**config.mk**
```make
export PLATFORM = sky130hd
export DESIGN_NAME = mem_arbiter_flat
export DESIGN_NICKNAME = d
export VERILOG_FILES = /design/src/rtl/mem_arbiter_pkg.sv /design/src/rtl/mem_arbiter_if.sv /design/src/rtl/mem_arbiter_latency_counter.sv /design/src/rtl/mem_arbiter.sv /design/src/flat_wrapper.sv
export SDC_FILE = /design/constraint.sdc
export NUM_CORES = 1
export LEC_CHECK = 0
export CORE_AREA = 2 2 419 421
export CTS_BUF_LIST = sky130_fd_sc_hd__clkbuf_4 sky130_fd_sc_hd__clkbuf_8
export DETAILED_ROUTE_END_ITERATION = 10
export DIE_AREA = 0 0 421 423
export PLACE_DENSITY = 0.4
export RECOVER_POWER = 100
export SYNTH_ARGS = -nofsm -noshare
export SYNTH_HDL_FRONTEND = slang
export SYNTH_SLANG_ARGS = --single-unit
```
**constraint.sdc**
```tcl
create_clock -name clk -period 4.1 [get_ports clk]
set_clock_uncertainty 0.1 [all_clocks]
set_input_delay 0.82 -clock clk [delete_from_list [all_inputs] [get_ports clk]]
set_output_delay 0.82 -clock clk [all_outputs]
set_load 0.1 [all_outputs]
```
**src/rtl/mem_arbiter_pkg.sv**
```systemverilog
// =====================================================================
// mem_arb_pkg: shared types and constants for the memory arbiter.
// Rev 1.0
// =====================================================================
`default_nettype none

package mem_arb_pkg;

    typedef enum logic [1:0] {
        ST_IDLE   = 2'd0,
        ST_ACCESS = 2'd1,
        ST_RESP   = 2'd2
    } state_t;

    typedef enum logic {
        GRANT_IC = 1'b0,
        GRANT_DC = 1'b1
    } grant_t;

    localparam logic [3:0] LINE_OFFSET_MASK = 4'hF;

endpackage

`default_nettype wire

```
**src/rtl/mem_arbiter_if.sv**
```systemverilog
// =====================================================================
// mem_arbiter_if: cache request, response and memory port bundle.
// Rev 1.0
// =====================================================================
`default_nettype none

interface mem_arbiter_if #(
    parameter int cache_line_width = 256,
    parameter int addr_width       = 16
);
    logic                        icPetition;
    logic [addr_width-1:0]       icAddr;
    logic                        dcPetition;
    logic [addr_width-1:0]       dcAddr;
    logic                        dcWrite;
    logic [cache_line_width-1:0] dcWriteData;
    logic                        icServiceReady;
    logic                        dcServiceReady;
    logic [cache_line_width-1:0] lineReadFromMem;
    logic [addr_width-1:0]       memAddr;
    logic                        memRead;
    logic                        memWrite;
    logic [cache_line_width-1:0] memWriteData;
    logic [cache_line_width-1:0] memReadData;
    logic                        busy;

    // Arbiter view.
    modport master (
        input  icPetition, icAddr, dcPetition, dcAddr, dcWrite, dcWriteData, memReadData,
        output icServiceReady, dcServiceReady, lineReadFromMem, memAddr,
               memRead, memWrite, memWriteData, busy
    );

    // Caches and memory view.
    modport slave (
        output icPetition, icAddr, dcPetition, dcAddr, dcWrite, dcWriteData, memReadData,
        input  icServiceReady, dcServiceReady, lineReadFromMem, memAddr,
               memRead, memWrite, memWriteData, busy
    );
endinterface

`default_nettype wire

```
**src/rtl/mem_arbiter_latency_counter.sv**
```systemverilog
// =====================================================================
// mem_latency_counter: loadable down-counter that saturates at zero.
// Rev 1.0
// =====================================================================
`default_nettype none

module mem_latency_counter #(
    parameter int WIDTH = 3
) (
    input  wire logic             clk_i,
    input  wire logic             rst_ni,
    input  wire logic             load_i,
    input  wire logic [WIDTH-1:0] load_val_i,
    input  wire logic             dec_i,
    output logic                  zero_o
);
    logic [WIDTH-1:0] count_q;

    always_ff @(posedge clk_i or negedge rst_ni) begin
        if (!rst_ni) begin
            count_q <= '0;
        end else if (load_i) begin
            count_q <= load_val_i;
        end else if (dec_i && (count_q != '0)) begin
            count_q <= count_q - 1'b1;
        end
    end

    assign zero_o = (count_q == '0);

endmodule

`default_nettype wire

```
**src/rtl/mem_arbiter.sv**
```systemverilog
// =====================================================================
// mem_arbiter: grants the memory port to the I- or D-cache and runs a
// fixed-latency line read or write-back. Rev 1.0
// =====================================================================
`default_nettype none

module mem_arbiter
    import mem_arb_pkg::*;
#(
    parameter int cache_line_width = 256,
    parameter int addr_width       = 16,
    parameter int mem_latency      = 5
) (
    input  wire logic     clk,
    input  wire logic     reset,
    mem_arbiter_if.master bus
);
    localparam int CNT_W = $clog2(mem_latency + 1);
    localparam logic [CNT_W-1:0]      CNT_LOAD  = CNT_W'(mem_latency - 1);
    localparam logic [addr_width-1:0] ADDR_MASK = {{(addr_width-4){1'b0}}, LINE_OFFSET_MASK};

    state_t                      state_q, state_d;
    grant_t                      grant_q, grant_d;
    grant_t                      last_grant_q, last_grant_d;
    grant_t                      pick;
    logic [addr_width-1:0]       addr_q, addr_d;
    logic                        write_q, write_d;
    logic [cache_line_width-1:0] wdata_q, wdata_d;
    logic [cache_line_width-1:0] line_q, line_d;
    logic                        cnt_load, cnt_dec, cnt_zero;

    mem_latency_counter #(
        .WIDTH (CNT_W)
    ) u_counter (
        .clk_i      (clk),
        .rst_ni     (reset),
        .load_i     (cnt_load),
        .load_val_i (CNT_LOAD),
        .dec_i      (cnt_dec),
        .zero_o     (cnt_zero)
    );

    // On a tie the requester that was not served last time wins.
    always_comb begin
        if (bus.icPetition && bus.dcPetition) begin
            pick = (last_grant_q == GRANT_IC) ? GRANT_DC : GRANT_IC;
        end else if (bus.dcPetition) begin
            pick = GRANT_DC;
        end else begin
            pick = GRANT_IC;
        end
    end

    always_ff @(posedge clk or negedge reset) begin
        if (!reset) begin
            state_q      <= ST_IDLE;
            grant_q      <= GRANT_IC;
            last_grant_q <= GRANT_IC;
            addr_q       <= '0;
            write_q      <= 1'b0;
            wdata_q      <= '0;
            line_q       <= '0;
        end else begin
            state_q      <= state_d;
            grant_q      <= grant_d;
            last_grant_q <= last_grant_d;
            addr_q       <= addr_d;
            write_q      <= write_d;
            wdata_q      <= wdata_d;
            line_q       <= line_d;
        end
    end

    always_comb begin
        state_d            = state_q;
        grant_d            = grant_q;
        last_grant_d       = last_grant_q;
        addr_d             = addr_q;
        write_d            = write_q;
        wdata_d            = wdata_q;
        line_d             = line_q;
        cnt_load           = 1'b0;
        cnt_dec            = 1'b0;
        bus.memAddr        = '0;
        bus.memRead        = 1'b0;
        bus.memWrite       = 1'b0;
        bus.memWriteData   = '0;
        bus.icServiceReady = 1'b0;
        bus.dcServiceReady = 1'b0;
        bus.busy           = 1'b0;

        case (state_q)
            ST_IDLE: begin
                if (bus.icPetition || bus.dcPetition) begin
                    grant_d      = pick;
                    last_grant_d = pick;
                    cnt_load     = 1'b1;
                    state_d      = ST_ACCESS;
                    if (pick == GRANT_DC) begin
                        addr_d  = bus.dcAddr & ~ADDR_MASK;
                        write_d = bus.dcWrite;
                        wdata_d = bus.dcWriteData;
                    end else begin
                        addr_d  = bus.icAddr & ~ADDR_MASK;
                        write_d = 1'b0;
                    end
                end
            end
            ST_ACCESS: begin
                bus.busy     = 1'b1;
                bus.memAddr  = addr_q;
                bus.memRead  = !write_q;
                bus.memWrite = write_q;
                if (write_q) begin
                    bus.memWriteData = wdata_q;
                end
                if (cnt_zero) begin
                    if (!write_q) begin
                        line_d = bus.memReadData;
                    end
                    state_d = ST_RESP;
                end else begin
                    cnt_dec = 1'b1;
                end
            end
            ST_RESP: begin
                // Petitions are still up here until the requester sees its hit.
                bus.busy           = 1'b1;
                bus.icServiceReady = (grant_q == GRANT_IC);
                bus.dcServiceReady = (grant_q == GRANT_DC);
                state_d            = ST_IDLE;
            end
            default: begin
                state_d = ST_IDLE;
            end
        endcase
    end

    assign bus.lineReadFromMem = line_q;

endmodule

`default_nettype wire

```
**src/flat_wrapper.sv**
```systemverilog
// flat-port wrapper written by rule: the top's interface ports become plain ports
module mem_arbiter_flat import mem_arb_pkg::*;
#(
    parameter int cache_line_width = 256,
    parameter int addr_width       = 16,
    parameter int mem_latency      = 5
)
  (clk, reset, bus_icPetition, bus_icAddr, bus_dcPetition, bus_dcAddr, bus_dcWrite, bus_dcWriteData, bus_memReadData, bus_icServiceReady, bus_dcServiceReady, bus_lineReadFromMem, bus_memAddr, bus_memRead, bus_memWrite, bus_memWriteData, bus_busy);
  mem_arbiter_if #(.cache_line_width(cache_line_width), .addr_width(addr_width)) bus_i ();
  input  wire logic clk;
  input  wire logic reset;
  input wire logic [$bits(bus_i.icPetition)-1:0] bus_icPetition;
  input wire logic [$bits(bus_i.icAddr)-1:0] bus_icAddr;
  input wire logic [$bits(bus_i.dcPetition)-1:0] bus_dcPetition;
  input wire logic [$bits(bus_i.dcAddr)-1:0] bus_dcAddr;
  input wire logic [$bits(bus_i.dcWrite)-1:0] bus_dcWrite;
  input wire logic [$bits(bus_i.dcWriteData)-1:0] bus_dcWriteData;
  input wire logic [$bits(bus_i.memReadData)-1:0] bus_memReadData;
  output wire logic [$bits(bus_i.icServiceReady)-1:0] bus_icServiceReady;
  output wire logic [$bits(bus_i.dcServiceReady)-1:0] bus_dcServiceReady;
  output wire logic [$bits(bus_i.lineReadFromMem)-1:0] bus_lineReadFromMem;
  output wire logic [$bits(bus_i.memAddr)-1:0] bus_memAddr;
  output wire logic [$bits(bus_i.memRead)-1:0] bus_memRead;
  output wire logic [$bits(bus_i.memWrite)-1:0] bus_memWrite;
  output wire logic [$bits(bus_i.memWriteData)-1:0] bus_memWriteData;
  output wire logic [$bits(bus_i.busy)-1:0] bus_busy;
  assign bus_i.icPetition = bus_icPetition;
  assign bus_i.icAddr = bus_icAddr;
  assign bus_i.dcPetition = bus_dcPetition;
  assign bus_i.dcAddr = bus_dcAddr;
  assign bus_i.dcWrite = bus_dcWrite;
  assign bus_i.dcWriteData = bus_dcWriteData;
  assign bus_i.memReadData = bus_memReadData;
  assign bus_icServiceReady = bus_i.icServiceReady;
  assign bus_dcServiceReady = bus_i.dcServiceReady;
  assign bus_lineReadFromMem = bus_i.lineReadFromMem;
  assign bus_memAddr = bus_i.memAddr;
  assign bus_memRead = bus_i.memRead;
  assign bus_memWrite = bus_i.memWrite;
  assign bus_memWriteData = bus_i.memWriteData;
  assign bus_busy = bus_i.busy;
  mem_arbiter #(.cache_line_width(cache_line_width), .addr_width(addr_width), .mem_latency(mem_latency)) u_core (.clk(clk), .reset(reset), .bus(bus_i));
endmodule
```
# Word level (Yosys, flattened, before mapping)
# Cells that the tools add are included.
dict set report totals {
  reg_bits 535
  word_cells 49
  output_inout_bits 533
  mem_bits_ro 0
  latch_bits 0
  mem_bits_rw 0
  in_bits 549
  n_memories 0
}
dict set report classes {
  addsub 1
  order_cmp 0
  div 0
  shift 0
  n_mul 0
  n_eq_ne 4
  n_mux 22
  n_reduce_logical 13
  bitwise 2
}
# cell count
set ops {}
lappend ops {{$mux W256} 2}
lappend ops {{$mux W16} 2}
lappend ops {{$mux W1} 13}
lappend ops {{$mux W3} 2}
lappend ops {{$reduce_and A3 Y1} 2}
lappend ops {{$mux W2} 2}
lappend ops {{$ne A2 B1 Y1 const B} 2}
lappend ops {{$pmux W2 S2} 1}
lappend ops {{$reduce_and A2 Y1} 2}
lappend ops {{$logic_not A3 Y1} 1}
lappend ops {{$reduce_bool A3 Y1} 1}
lappend ops {{$sub A3 B1 Y3 const B} 1}
lappend ops {{$eq A2 B1 Y1 const B} 1}
lappend ops {{$eq A2 B2 Y1 const B} 1}
lappend ops {{$logic_and A1 B1 Y1} 2}
lappend ops {{$logic_not A2 Y1} 1}
lappend ops {{$not A1 Y1} 2}
lappend ops {{$reduce_bool A2 Y1} 1}
lappend ops {{$reduce_or A2 Y1} 1}
lappend ops {{$logic_not A1 Y1} 1}
lappend ops {{$logic_or A1 B1 Y1} 1}

# Longest topological paths before layout
dict set report logic_depth {
  depth_word 6
  ltp_mapped 7
  mapped_depth_nobuf 6
}

# By module
# A second synthesis with hierarchy kept.
dict set report unflattened {
  hier_cells 1527
  hier_area_um2 22990.8
}
# module cells_per_inst n_inst seq_area_each_um2 area_per_inst_um2
set modules_own_cells {}
lappend modules_own_cells {mem_arbiter 1508 1 13212.7 22800.6}
lappend modules_own_cells {mem_latency_counter 19 1 75.1 190.2}

# Worst setup path after synthesis
# Ideal clock, no wire load.
dict set report synth_timing {
  path_type {reg2out}
  start {register u_core.state_q[1]}
  end {output bus_memWriteData[100]}
  t_required_ns 3.180
  path_stages_with_launch 6
  n_path_buf 2
  path_slack_ns 1.203
  t_arrival_ns 1.977
  path_cell_list {dfrtp_1 > inv_1 > ha_1 > clkbuf_1 > clkbuf_1 > and3_1}
}
dict set report synth_between {
  elab_chain_len 2
}
# element line_no
set synth_rtl {}
lappend synth_rtl {{start, declared} mem_arbiter.sv:22} ;# state_t state_q, state_d;
lappend synth_rtl {{start signal, assigned} mem_arbiter.sv:64} ;# state_q <= state_d;
lappend synth_rtl {{$eq A2 B1 Y1} mem_arbiter.sv:92} ;# case (state_q)
lappend synth_rtl {{$mux W256} mem_arbiter.sv:92}
lappend synth_rtl {{end, declared} flat_wrapper.sv:25} ;# output wire logic [$bits(bus_i.memWriteData)-1:0] bus_memWriteData;
# Every way passes these cells.

# Final worst setup path
dict set report layout_timing {
  start {register u_core.state_q[1]}
  end {output bus_memWriteData[123]}
}
# The elaborated chain is that of the path after synthesis.

==> flow_metrics.env <==
export IMPL_synthCells=1518
export IMPL_initial_core_util_pct=13.2
export IMPL_max_freq_mhz=257
export IMPL_synth_distinct_cells=30
export IMPL_synth_mux_area_share_pct=28.9
export IMPL_numCtsBuffers=106
export IMPL_final_cells=5056
export IMPL_crit_type="flip-flop to output pin"
export IMPL_endpoint_kind="output pin"
export IMPL_finalNetCount=3187
export IMPL_timing_rr_end="u_core.bus.lineReadFromMem[52]$_DFFE_PN0P_"
export IMPL_worstReg2RegStart="u_core.write_q$_DFFE_PN0P_"
export IMPL_rsz0062_at_grt="no"
export IMPL_slew_headroom_pct=-76.7
export IMPL_io_buffers=1069
export IMPL_nFillCells=18900
export IMPL_dieArea_um2=178000
export IMPL_drc=0
export IMPL_hold_start="u_core.bus.lineReadFromMem[136]$_DFFE_PN0P_"
export IMPL_cp_max_fo=49
export IMPL_fin_tns_setup_ps=0
export IMPL_cp_start_kind="flip-flop"
export IMPL_fin_crit_sh_pct=95.1
export IMPL_synth_top_family_by_area="multiplexers"
export IMPL_cts_clk_slew_worst_paths_ps=60
export IMPL_slew_violations=67
export IMPL_synth_area_per_cell_um2=15.1
export IMPL_rows=153
export IMPL_holdPathEnd="u_core.bus.lineReadFromMem[136]$_DFFE_PN0P_"
export IMPL_dp_cells=4848
export IMPL_synth_adder_area_share_pct=0.327
export IMPL_wl_per_cell_um=21.6
export IMPL_setup_violations=0
export IMPL_grt_use_total_pct=11.9
export IMPL_ios=1082
export IMPL_r2r_slack_ps=360
export IMPL_core_area_um2=173000
export IMPL_hpwlAfterDp_mm=85.2
export IMPL_die_x_um=421
export IMPL_vias_per_cell=3.33
export IMPL_required_ps=3180
export IMPL_wl_mm=109
export IMPL_cts_root_buf="clkbuf_8"
export IMPL_maxCapViolations=1
export IMPL_utilization_pct=21.2
export IMPL_cts_sink_count=531
export IMPL_ant_nets=0
export IMPL_grt_pass1_vias=17900
export IMPL_area_growth_pct=60.1
export IMPL_cp_arrival_ps=2980
export IMPL_gp_congestion=0.856
export IMPL_post_cts_repair_setup_buffers=0
export IMPL_min_path_cells=1
export IMPL_antenna_found_initial=34
export IMPL_multi_input_area_um2=7980
export IMPL_ys_seq_elements=531
export IMPL_final_hold_violation_count=0
export IMPL_worst_pin_slew_ps=2650
export IMPL_grt_max_degree=80
export IMPL_insertion_delay_ps=790
export IMPL_layout_drive_gt1_share_pct=20.8
export IMPL_syn_area_um2=22900
export IMPL_cts_tree="done"
export IMPL_grt_ovfl_total=0
export IMPL_drtPass1Iterations=5
export IMPL_min_path_type="flip-flop to flip-flop"
export IMPL_yosys_warnings=0
export IMPL_ff2ff_path_depth=5
export IMPL_final_seq_area_um2=13300
export IMPL_synth_seq_area_share_pct=57.9
export IMPL_cts_buffer_depth=3
export IMPL_status="finished with violations"
export IMPL_first_iter_violations=673
export IMPL_fin_crit_ps=3900
export IMPL_synth_simple_gate_area_share_pct=8.04
export IMPL_htree_num_levels=3
export IMPL_vias=16800
export IMPL_synth_xor_area_share_pct=0.0382
export IMPL_violations="max-capacitance violations, max-slew violations"
export IMPL_fp_dieH_um=423
export IMPL_grt_pass1_wl_mm=150
export IMPL_synth_compound_area_share_pct=0.862
[metal layers]
layer	track usage, %	share of wire (%)	vias to the layer above
li1	-	-	7648
met1	14.0	40	8417
met2	19.9	50	603
met3	4.44	7.8	165
met4	3.99	2.6	16
met5	0.134	0.12	-
[logic make-up after synthesis]
group           count (synthesis)
other cells                     1
fa+ha+maj                       6
mux                           513
flops                         531
buf+inv                       127
simple gates                  306
compound gates                 33
xor+xnor                        1
[cell usage after synthesis]
cell / count / area, um^2
mux2_2: 44 / 495
o22ai_1: 1 / 6.26
a21oi_1: 25 / 125
inv_1: 5 / 18.8
and3_1: 256 / 1600
buf_4: 7 / 52.6
o21a_1: 1 / 7.51
mux2_1: 240 / 2700
o211ai_1: 1 / 7.51
clkbuf_1: 61 / 229
nand2_2: 2 / 12.5
mux2_4: 229 / 3440
buf_1: 1 / 3.75
nor2_1: 15 / 56.3
and2_1: 14 / 87.6
a32o_1: 1 / 10.0
nand2b_1: 1 / 6.26
a211oi_1: 1 / 7.51
a21boi_4: 1 / 18.8
xnor2_1: 1 / 8.76
o21ai_1: 1 / 5.00
conb_1: 1 / 3.75
dfrtp_1: 531 / 13300
nor2b_2: 1 / 8.76
a21bo_2: 1 / 10.0
buf_2: 3 / 15.0
nor2b_1: 3 / 18.8
ha_1: 6 / 75.1
buf_6: 50 / 563
nand2_1: 14 / 52.6
[layout make-up]
cell class                      instances  share of cell area, %
Inverter                                5                 0.0511
Multi-Input combinational cell        863                   21.7
Tap cell                             2325                   7.92
Antenna cell                           20                  0.136
Sequential cell                       531                   36.2
Clock buffer                          172                   5.78
Clock inverter                         15                  0.423
Timing Repair Buffer                 1125                   27.8
[registers in the layout (all words and copies together) (netlist names)]
signal / count
u_core.wdata_q: 256
u_core.write_q: 1
u_core.u_counter.count_q: 3
u_core.grant_q: 1
u_core.bus.lineReadFromMem: 256
u_core.addr_q: 12
u_core.state_q: 2
[worst max-delay path: stages (launching register included)]
cell and delay, ps:
dfrtp_1 390, inv_1 140, ha_4 350, buf_12 270, and3_1 490, clkbuf_4 440
[stage by stage]
step | setup WS, ps | hold WS (ps) | cell area (um^2)
detailed placement | 829 | 380 | 35700
global route | 6.51 | 361 | 36700
floorplan | 1200 | 372 | 22900
global placement | 863 | 372 | 35700
finish | 203 | 380 | 36700
CTS | 52.5 | 311 | 38000
[layout by cell type, fill, tap and decap left out, types with 11 or more instances in the layout]
master and count:
mux2_2 44, dlygate4sd3_1 254, clkbuf_1 19, buf_4 42, clkdlybuf4s50_1 539, a21oi_1 25
nor2_1 15, and3_1 256, clkbuf_8 133, nand2_1 15, diode_2 20, clkbuf_2 110
buf_2 16, and2_1 14, buf_12 11, dfrtp_1 530, mux2_1 455, clkbuf_4 170
mux2_4 14
[worst max path at each step]
| stage | startpoint | endpoint | slack (ps) | depth (start not counted) |
|---|---|---|---|---|
| floorplan | u_core.state_q[1]$_DFFE_PN0P_ | bus_memWriteData[100] | 1200 | 5 |
| global placement | bus_dcPetition | u_core.wdata_q[151]$_DFFE_PN0P_ | 860 | 5 |
| detailed placement | bus_dcPetition | u_core.wdata_q[128]$_DFFE_PN0P_ | 830 | 5 |
| CTS | u_core.state_q[1]$_DFFE_PN0P_ | bus_memWriteData[173] | 50 | 5 |
| global route | u_core.state_q[1]$_DFFE_PN0P_ | bus_memWriteData[82] | 7 | 6 |
| finish | u_core.state_q[1]$_DFFE_PN0P_ | bus_memWriteData[123] | 200 | 5 |
[repair_timing]
action                                 4_1_cts  5_1_grt
setup endpoints to repair                    0        2
hold buffers                                 1        0
gates resized for setup                      0        1
endpoints found under the hold margin       54        0
Power is left out: the tool's default activity adds up to more than one toggle a clock period on the data nets, which glitch-free logic cannot reach.
